--- config.mk ---
export PLATFORM = sky130hd
export DESIGN_NAME = ex_muldiv_flat
export DESIGN_NICKNAME = d
export VERILOG_FILES = /design/src/rtl/ex_muldiv_if.sv /design/src/rtl/ex_muldiv.sv /design/src/flat_wrapper.sv
export SDC_FILE = /design/constraint.sdc
export NUM_CORES = 2
export LEC_CHECK = 0
export ABC_CLOCK_PERIOD_IN_PS = 10800
export CORE_MARGIN = 3
export CORE_UTILIZATION = 50
export CTS_CLUSTER_SIZE = 40
export DETAILED_ROUTE_END_ITERATION = 16
export MAX_ROUTING_LAYER = met4
export PLACE_DENSITY = 0.67
export SYNTH_ARGS = -nofsm -noshare
export SYNTH_HDL_FRONTEND = slang
export SYNTH_SLANG_ARGS = --single-unit
export TNS_END_PERCENT = 1
--- constraint.sdc ---
create_clock -name clk -period 10.8 [get_ports clk]
set_input_delay 2.16 -clock clk [delete_from_list [all_inputs] [get_ports clk]]
set_output_delay 2.16 -clock clk [all_outputs]
set_load 0.02 [all_outputs]
--- src/rtl/ex_muldiv_if.sv ---
// ex_muldiv_if: EX-stage operand/result bundle between the pipeline and ex_muldiv.
// master = EX pipeline side, slave = multiply/divide unit.
interface ex_muldiv_if;
    localparam int unsigned XLEN = 32;

    logic            exception_flush;
    logic            ex_stall;
    logic            op_valid;
    logic [1:0]      op_sel;
    logic [XLEN-1:0] src_a;
    logic [XLEN-1:0] src_b;
    logic            stall_req;
    logic            busy;
    logic            res_valid;
    logic [XLEN-1:0] res_hi;
    logic [XLEN-1:0] res_lo;

    modport master (
        output exception_flush, ex_stall, op_valid, op_sel, src_a, src_b,
        input  stall_req, busy, res_valid, res_hi, res_lo
    );

    modport slave (
        input  exception_flush, ex_stall, op_valid, op_sel, src_a, src_b,
        output stall_req, busy, res_valid, res_hi, res_lo
    );
endinterface

--- src/rtl/ex_muldiv.sv ---
// ex_muldiv: multi-cycle MULT/MULTU/DIV/DIVU unit for the EX stage.
// Single-cycle multiply, restoring radix-2 divide (32 iterations + sign fix).
// Optional macro MDU_DIV_ZERO_FAST_EN: divide by zero completes straight from IDLE.
module ex_muldiv (
    input  logic       clk,
    input  logic       rst,
    ex_muldiv_if.slave bus
);
    localparam int unsigned XLEN = 32;
    localparam int unsigned CW   = 5;

    typedef enum logic [2:0] {S_IDLE, S_MUL, S_DIV, S_FIX, S_DONE} state_e;

    state_e              state_q, state_d;
    logic                uns_q, uns_d;
    logic [XLEN-1:0]     a_q, a_d;        // multiplicand, or dividend/quotient shift register
    logic [XLEN-1:0]     b_q, b_d;        // multiplier, or |divisor|
    logic [XLEN-1:0]     rem_q, rem_d;
    logic [CW-1:0]       cnt_q, cnt_d;
    logic                neg_quo_q, neg_quo_d;
    logic                neg_rem_q, neg_rem_d;
    logic                res_valid_q, res_valid_d;
    logic                busy_q, busy_d;
    logic [XLEN-1:0]     res_hi_q, res_hi_d;
    logic [XLEN-1:0]     res_lo_q, res_lo_d;

    logic                is_signed;
    logic [2*XLEN-1:0]   ext_a, ext_b, product;
    logic [XLEN:0]       rem_shift;
    logic                rem_ge;

    // Next-state, datapath and registered-output computation
    always_comb begin
        state_d     = state_q;
        uns_d       = uns_q;
        a_d         = a_q;
        b_d         = b_q;
        rem_d       = rem_q;
        cnt_d       = cnt_q;
        neg_quo_d   = neg_quo_q;
        neg_rem_d   = neg_rem_q;
        res_hi_d    = res_hi_q;
        res_lo_d    = res_lo_q;

        is_signed   = !bus.op_sel[0];
        // Sign/zero extension to 64 bits makes one multiplier serve both MULT and MULTU
        ext_a       = uns_q ? {{XLEN{1'b0}}, a_q} : {{XLEN{a_q[XLEN-1]}}, a_q};
        ext_b       = uns_q ? {{XLEN{1'b0}}, b_q} : {{XLEN{b_q[XLEN-1]}}, b_q};
        product     = ext_a * ext_b;
        // 33-bit partial remainder: previous remainder shifted left with next dividend bit
        rem_shift   = {rem_q, a_q[XLEN-1]};
        rem_ge      = (rem_shift >= {1'b0, b_q});

        unique case (state_q)
            S_IDLE: begin
                if (bus.op_valid) begin
                    uns_d = bus.op_sel[0];
                    if (!bus.op_sel[1]) begin
                        a_d     = bus.src_a;
                        b_d     = bus.src_b;
                        state_d = S_MUL;
                    end else begin
                        a_d       = (is_signed && bus.src_a[XLEN-1]) ? -bus.src_a : bus.src_a;
                        b_d       = (is_signed && bus.src_b[XLEN-1]) ? -bus.src_b : bus.src_b;
                        neg_quo_d = is_signed && (bus.src_a[XLEN-1] ^ bus.src_b[XLEN-1]);
                        neg_rem_d = is_signed && bus.src_a[XLEN-1];
                        rem_d     = '0;
                        cnt_d     = '0;
                        state_d   = S_DIV;
`ifdef MDU_DIV_ZERO_FAST_EN
                        // Same values the iterative divider would produce for a zero divisor
                        if (bus.src_b == '0) begin
                            res_hi_d = bus.src_a;
                            res_lo_d = (is_signed && bus.src_a[XLEN-1]) ? XLEN'(1) : '1;
                            state_d  = S_DONE;
                        end
`endif
                    end
                end
            end
            S_MUL: begin
                res_hi_d = product[2*XLEN-1:XLEN];
                res_lo_d = product[XLEN-1:0];
                state_d  = S_DONE;
            end
            S_DIV: begin
                if (rem_ge) begin
                    rem_d = XLEN'(rem_shift - {1'b0, b_q});
                    a_d   = {a_q[XLEN-2:0], 1'b1};
                end else begin
                    rem_d = rem_shift[XLEN-1:0];
                    a_d   = {a_q[XLEN-2:0], 1'b0};
                end
                cnt_d = cnt_q + CW'(1);
                if (cnt_q == CW'(XLEN - 1)) begin
                    state_d = S_FIX;
                end
            end
            S_FIX: begin
                res_lo_d = neg_quo_q ? -a_q : a_q;
                res_hi_d = neg_rem_q ? -rem_q : rem_q;
                state_d  = S_DONE;
            end
            S_DONE: begin
                if (!bus.ex_stall) begin
                    state_d = S_IDLE;
                end
            end
            default: state_d = S_IDLE;
        endcase

        // Flush wins over everything, including a same-cycle launch; no result is written
        if (bus.exception_flush) begin
            state_d  = S_IDLE;
            res_hi_d = res_hi_q;
            res_lo_d = res_lo_q;
        end

        res_valid_d = (state_d == S_DONE);
        busy_d      = (state_d != S_IDLE);
    end

    // State and output registers with synchronous reset
    always_ff @(posedge clk) begin
        if (rst) begin
            state_q     <= S_IDLE;
            uns_q       <= 1'b0;
            a_q         <= '0;
            b_q         <= '0;
            rem_q       <= '0;
            cnt_q       <= '0;
            neg_quo_q   <= 1'b0;
            neg_rem_q   <= 1'b0;
            res_valid_q <= 1'b0;
            busy_q      <= 1'b0;
            res_hi_q    <= '0;
            res_lo_q    <= '0;
        end else begin
            state_q     <= state_d;
            uns_q       <= uns_d;
            a_q         <= a_d;
            b_q         <= b_d;
            rem_q       <= rem_d;
            cnt_q       <= cnt_d;
            neg_quo_q   <= neg_quo_d;
            neg_rem_q   <= neg_rem_d;
            res_valid_q <= res_valid_d;
            busy_q      <= busy_d;
            res_hi_q    <= res_hi_d;
            res_lo_q    <= res_lo_d;
        end
    end

    // Pipeline hold is combinational so the accept cycle itself stalls
    assign bus.stall_req = ((state_q == S_IDLE) && bus.op_valid) ||
                           (state_q == S_MUL) || (state_q == S_DIV) || (state_q == S_FIX);
    assign bus.busy      = busy_q;
    assign bus.res_valid = res_valid_q;
    assign bus.res_hi    = res_hi_q;
    assign bus.res_lo    = res_lo_q;
endmodule

--- src/flat_wrapper.sv ---
// flat-port wrapper written by rule: the top's interface ports become plain ports
module ex_muldiv_flat 
  (clk, rst, bus_exception_flush, bus_ex_stall, bus_op_valid, bus_op_sel, bus_src_a, bus_src_b, bus_stall_req, bus_busy, bus_res_valid, bus_res_hi, bus_res_lo);
  ex_muldiv_if bus_i ();
  input  logic clk;
  input  logic rst;
  input wire logic [$bits(bus_i.exception_flush)-1:0] bus_exception_flush;
  input wire logic [$bits(bus_i.ex_stall)-1:0] bus_ex_stall;
  input wire logic [$bits(bus_i.op_valid)-1:0] bus_op_valid;
  input wire logic [$bits(bus_i.op_sel)-1:0] bus_op_sel;
  input wire logic [$bits(bus_i.src_a)-1:0] bus_src_a;
  input wire logic [$bits(bus_i.src_b)-1:0] bus_src_b;
  output wire logic [$bits(bus_i.stall_req)-1:0] bus_stall_req;
  output wire logic [$bits(bus_i.busy)-1:0] bus_busy;
  output wire logic [$bits(bus_i.res_valid)-1:0] bus_res_valid;
  output wire logic [$bits(bus_i.res_hi)-1:0] bus_res_hi;
  output wire logic [$bits(bus_i.res_lo)-1:0] bus_res_lo;
  assign bus_i.exception_flush = bus_exception_flush;
  assign bus_i.ex_stall = bus_ex_stall;
  assign bus_i.op_valid = bus_op_valid;
  assign bus_i.op_sel = bus_op_sel;
  assign bus_i.src_a = bus_src_a;
  assign bus_i.src_b = bus_src_b;
  assign bus_stall_req = bus_i.stall_req;
  assign bus_busy = bus_i.busy;
  assign bus_res_valid = bus_i.res_valid;
  assign bus_res_hi = bus_i.res_hi;
  assign bus_res_lo = bus_i.res_lo;
  ex_muldiv u_core (.clk(clk), .rst(rst), .bus(bus_i));
endmodule
# Word level (Yosys, flattened, before mapping)
# Cells that the tools add are included.
dict set report classes {
  add_sub_neg 6
  multipliers 1
  magnitude_cmp 1
  n_eq_ne 8
  n_mux 26
  bitwise 2
  reduce_logical 18
}
# cell n
set op_table {}
lappend op_table {{two-way mux 32 bit} 10}
lappend op_table {{one-hot mux 32 bit (2 select lines)} 4}
lappend op_table {{two-way mux 64 bit} 2}
lappend op_table {{negation 32 bit} 4}
lappend op_table {{multiplier 64 x 64 -> 64 bit} 1}
lappend op_table {{greater-or-equal comparator 33 x 32 -> 1 bit} 1}
lappend op_table {{subtractor 32 bit} 1}
lappend op_table {{two-way mux 3 bit} 4}
lappend op_table {{one-hot mux 3 bit (4 select lines)} 1}
lappend op_table {{two-way mux 5 bit} 2}
lappend op_table {{one-hot mux 5 bit (2 select lines)} 1}
lappend op_table {{equality test 3 x 2 -> 1 bit (second input constant)} 2}
lappend op_table {{equality test 3 bit (second input constant)} 2}
lappend op_table {{AND reduction 2 bit} 3}
lappend op_table {{AND reduction 3 bit} 2}
lappend op_table {{adder 5 x 1 -> 5 bit (second input constant)} 1}
lappend op_table {{equality test 5 bit (second input constant)} 1}
lappend op_table {{logical AND 1 bit} 4}
lappend op_table {{inequality test 2 bit (second input constant)} 2}
lappend op_table {{nonzero test 2 bit} 2}
lappend op_table {{equality test 3 x 1 -> 1 bit (second input constant)} 1}
lappend op_table {{logical NOT 3 bit} 1}
lappend op_table {{logical OR 1 bit} 3}
lappend op_table {{nonzero test 3 bit} 1}
lappend op_table {{other kinds (6)} 6}
dict set report word_totals {
  regBits 173
  inputBits 71
  output_inout_bits 67
  elab_cells 74
}

# Longest topological paths before layout
dict set report logic_depth {
  word_depth 6
  depth_mapped 35
  mapped_depth_nobuf 34
}

# Worst setup path after synthesis
# OpenSTA, ideal clock, no wires.
dict set report synth_timing {
  path_type {register to register}
  from {register u_core.a_q[31]}
  to {register u_core.res_hi_q[22], in the netlist u_core.bus.res_hi[22]}
  setup_time_ns 0.086
  arrival_ns 9.207
  required_ns 10.714
  path_slack_ns 1.507
  stages_incl_launch_ff 31
  n_path_buf 2
  synth_period_minus_slack_ns 9.293
  cell_sequence {dfxtp_1 -> inv_1 -> nor2_1 -> clkbuf_1 -> nand2_1 -> fa_1 -> inv_1 -> fa_1 -> fa_1 -> inv_1 -> fa_1 -> inv_1 -> fa_1 -> fa_1 -> fa_1 -> fa_1 -> fa_1 -> inv_1 -> fa_1 -> inv_1 -> ha_1 -> clkbuf_1 -> nand4_1 -> or3_1 -> or4b_1 -> a21oi_1 -> nor4b_1 -> a21oi_1 -> o21ai_0 -> o31a_1 -> a211oi_1}
}
dict set report synth_between {
  elab_chain_len 3
}
# item line_no
set synth_lines {}
lappend synth_lines {{start: declaration} ex_muldiv.sv:16} ;# logic [XLEN-1:0] a_q, a_d;
lappend synth_lines {{start signal: assignment} ex_muldiv.sv:128} ;# a_q <= '0;
lappend synth_lines {{start signal: assignment} ex_muldiv.sv:141} ;# a_q <= a_d;
lappend synth_lines {{two-way mux 64 bit} ex_muldiv.sv:47} ;# ext_a = uns_q ? {{XLEN{1'b0}}, a_q} : {{XLEN{a_q[XLEN-1]}}, a_q};
lappend synth_lines {{multiplier 64 x 64 -> 64 bit} ex_muldiv.sv:49} ;# product = ext_a * ext_b;
lappend synth_lines {{one-hot mux 32 bit (2 select lines)} ex_muldiv.sv:54} ;# unique case (state_q)
lappend synth_lines {{end signal: assignment} ex_muldiv.sv:149} ;# res_hi_q <= res_hi_d;
lappend synth_lines {{end: declaration} ex_muldiv.sv:24} ;# logic [XLEN-1:0] res_hi_q, res_hi_d;
# No other way between the ends.
# A chain may end at the register's enable or synchronous reset.

# Worst setup path after layout
dict set report layout_timing {
  from {register u_core.a_q[26]}
  to {register u_core.res_hi_q[31], in the netlist u_core.bus.res_hi[31]}
}
# Same word-level chain as after synthesis.

==> results_dict.tcl <==
set metrics [dict create \
    slew_viol_final 0 \
    htreeDepth 4 \
    ys_async_sr_fraction_pct 0 \
    setup_viol 0 \
    synth_top_family_by_area "adder cells" \
    ys_seq_area_share_pct 5.89 \
    post_cts_buffers 0 \
    grt_pass1_vias 47900 \
    crit_fanout 18 \
    synth.area.top_cells "fa_1, inv_1, ha_1" \
    final_antenna_net_count 0 \
    synth-adder-area-share_pct 55.8 \
    synthesis.area_sq_um 58800 \
    dr_total_vias 45400 \
    dieArea_sq_um 122000 \
    grt_remaining_overflow 0 \
    first_iter_violations 4045 \
    die_y_um 349 \
    status "finished, final reports clean" \
    leakagePower_nw 31.0 \
    dpl_cell_area_sq_um 61900 \
    cpMaxStageDelayCell "dfxtp_1" \
    gp_congestion 1.02 \
    grt_max_degree 77 \
    ys_ff_latch 173 \
    routed_wl_um 195000 \
    synth_edf_count 0 \
    antenna_found_initial 16 \
    synth_top_area_cell "fa_1" \
    syn_inst 6534 \
    grt_pass1_wl_um 298000 \
    cts.sinks 173 \
    design_area_sq_um 62500 \
    worstPathArrival_ns 10.58 \
    track_usage_pct 34.0 \
    io_buffers 137 \
    fin_crit_ns 10.18 \
    cp_common_cell "fa_1" \
    design_power_total_mw 8.09 \
    yosys.area_share.xor_xnor_pct 3.86 \
    die_x_um 349 \
    synthFlopType "dfxtp_1" \
    drv_cap 0 \
    cts_tree "yes" \
    clock.fmax_mhz 98.3 \
    hold_viol 0 \
    synth_most_common_cell "inv_1" \
    tns_ns 0 \
    finalCritPeriodShare_pct 94.2 \
    multi_input_area_sq_um 48200 \
    coreArea_sq_um 117000 \
    synth_cell_types 83 \
    nets 8313 \
    relSlewSlack_pct 8.76 \
    clock_latency_ns 0.50 \
    ctsResizeCount 0 \
    max_stage_delay_ns 1.07 \
    tightestPinTransition_ns 1.37 \
    synth_nets 8372 \
    initial_utilization_pct 50.5 \
    rows 125 \
    required_ns 11.21 \
    cp-start-kind "flip-flop" \
    ff_latch_area_sq_um 3490 \
    fill_cells 10700 \
    synthTopCellsByCount "inv_1, fa_1, nand2_1" \
    rsz0062_at_grt "no" \
    ios 138 \
    yosys_warnings 0 \
    synth.avg_cell_area_sq_um 9.00 \
    area_growth_pct 6.31 \
    fin_worst_skew_ns 0.0270 \
    ir_drop_mv 0.163 \
    drive_gt1_share_pct 3.65 \
    drt-pass1-iter-count 9 \
    critPathCaptureType "flip-flop" \
    cts_buffers 17 \
    muxShareOfSynthArea_pct 0.257 \
    synth-simple-area-share_pct 14.5 \
    wl_per_cell_um 24.3 \
    cts_root_buf "clkbuf_16" \
    crit_type "flip-flop to flip-flop" \
    clk_pin_slew_worst_paths_ns 0.08 \
    hp-class "flip-flop to flip-flop" \
    synth-compound-area-share_pct 7.44 \
    vias_per_cell 5.66 \
    cts_buffer_depth 2 \
    hpwl_um 163000 \
    yosysTopAreaCellShare_pct 48.3 \
    p_per_area_nw_per_um2 129 \
    cts_hold_buf 0 \
    drc_errors 0 \
]
[where the power goes]
| part | internal [mW] | switching, mW |
|---|---|---|
| registers | 0.668 | 0.149 |
| clock network | 0.315 | 0.364 |
| logic | 2.37 | 4.23 |
| total | 3.35 | 4.74 |
[per-layer routing]
| layer | track usage [%] | up-vias | wire (um) |
|---|---|---|---|
| li1 | - | 19400 | - |
| met4 | 16.2 | 0 | 11500 |
| met1 | 42.8 | 23400 | 75000 |
| met3 | 7.41 | 461 | 18600 |
| met5 | - | - | 0 |
| met2 | 52.4 | 2096 | 89800 |
[worst max-delay path: cells and delay by family (launching register included)]
kind	cells	cell delay, ns
adders and majority gates	11	5.21
AOI/OAI and AO/OA	6	1.92
and+or+nand+nor	4	1.09
DFF	1	1.07
buffers and inverters	6	0.63
xor gates and xnor gates	1	0.16
[state kept, by name, summed over array words and instances (netlist names), 3 cells and up]
| register | cells |
|---|---|
| u_core.state_q | 3 |
| u_core.bus.res_lo | 32 |
| u_core.b_q | 32 |
| u_core.a_q | 32 |
| u_core.rem_q | 32 |
| u_core.bus.res_hi | 32 |
| u_core.cnt_q | 5 |
[path summary, 6_finish.rpt]
kind / start / end / slack [ns] / depth (start not counted)
hold / removal: u_core.bus.res_lo[7] / u_core.bus.res_lo[7] / 0.46 / 2
setup reg to reg: u_core.a_q[26] / u_core.bus.res_hi[31] / 0.62 / 28
setup / recovery: u_core.a_q[26] / u_core.bus.res_hi[31] / 0.62 / 28
hold reg to reg: u_core.bus.res_lo[7] / u_core.bus.res_lo[7] / 0.46 / 2
[final cells by class]
cell class,count,share of cell area [%]
multi-input cells,4444,77.1
inverters,1566,9.40
flip-flops and latches,173,5.58
repair buffers,273,3.89
well taps,1524,3.05
clock buffers,18,0.702
clock inverters,13,0.236
diodes,13,0.0520
[stage by stage]
step	worst slack (ns)	std cells	hold WS (ns)	utilization [%]
floorplan	1.51	6534	0.466	-
global placement	0.797	7979	0.446	53.1
detailed placement	0.777	7979	0.451	53.1
CTS	0.728	8010	0.462	53.6
global route	0.173	8020	0.481	53.6
finish	0.623	8024	0.459	53.7
[cell families (layout without fill, tap and decap cells)]
| group | count (synthesis) | in the layout |
|---|---|---|
| other | 0 | 13 |
| DFF | 173 | 173 |
| and+or+nand+nor | 1745 | 1745 |
| buffers and inverters | 1917 | 1870 |
| muxes | 15 | 15 |
| adders and majority gates | 1771 | 1771 |
| AOI/OAI and AO/OA | 654 | 654 |
| xor gates and xnor gates | 259 | 259 |
[layout by cell type (no fill, tap or decap), types with 7 or more instances in the layout]
master / instances
fa_1: 1420
o211ai_1: 16
dfxtp_2: 21
nand2b_1: 17
nor4_1: 7
xnor2_1: 152
o21a_1: 10
a311oi_1: 10
a21oi_1: 169
a32oi_1: 14
diode_2: 13
or4_1: 21
clkbuf_16: 17
and3_1: 17
buf_4: 133
o41ai_1: 16
a211oi_1: 59
and2_1: 530
o21ai_0: 126
nand3_1: 32
nor2b_1: 18
a31oi_1: 23
xor2_1: 107
nand4_1: 20
nor2_1: 274
a31o_2: 10
a21o_1: 62
mux2i_1: 14
nor3_1: 64
a222oi_1: 30
clkdlybuf4s50_1: 136
nand2_1: 669
o31ai_1: 37
dfxtp_1: 152
or3_1: 22
inv_1: 1566
o21bai_1: 10
ha_1: 347
(Power assumes the default switching activity.)
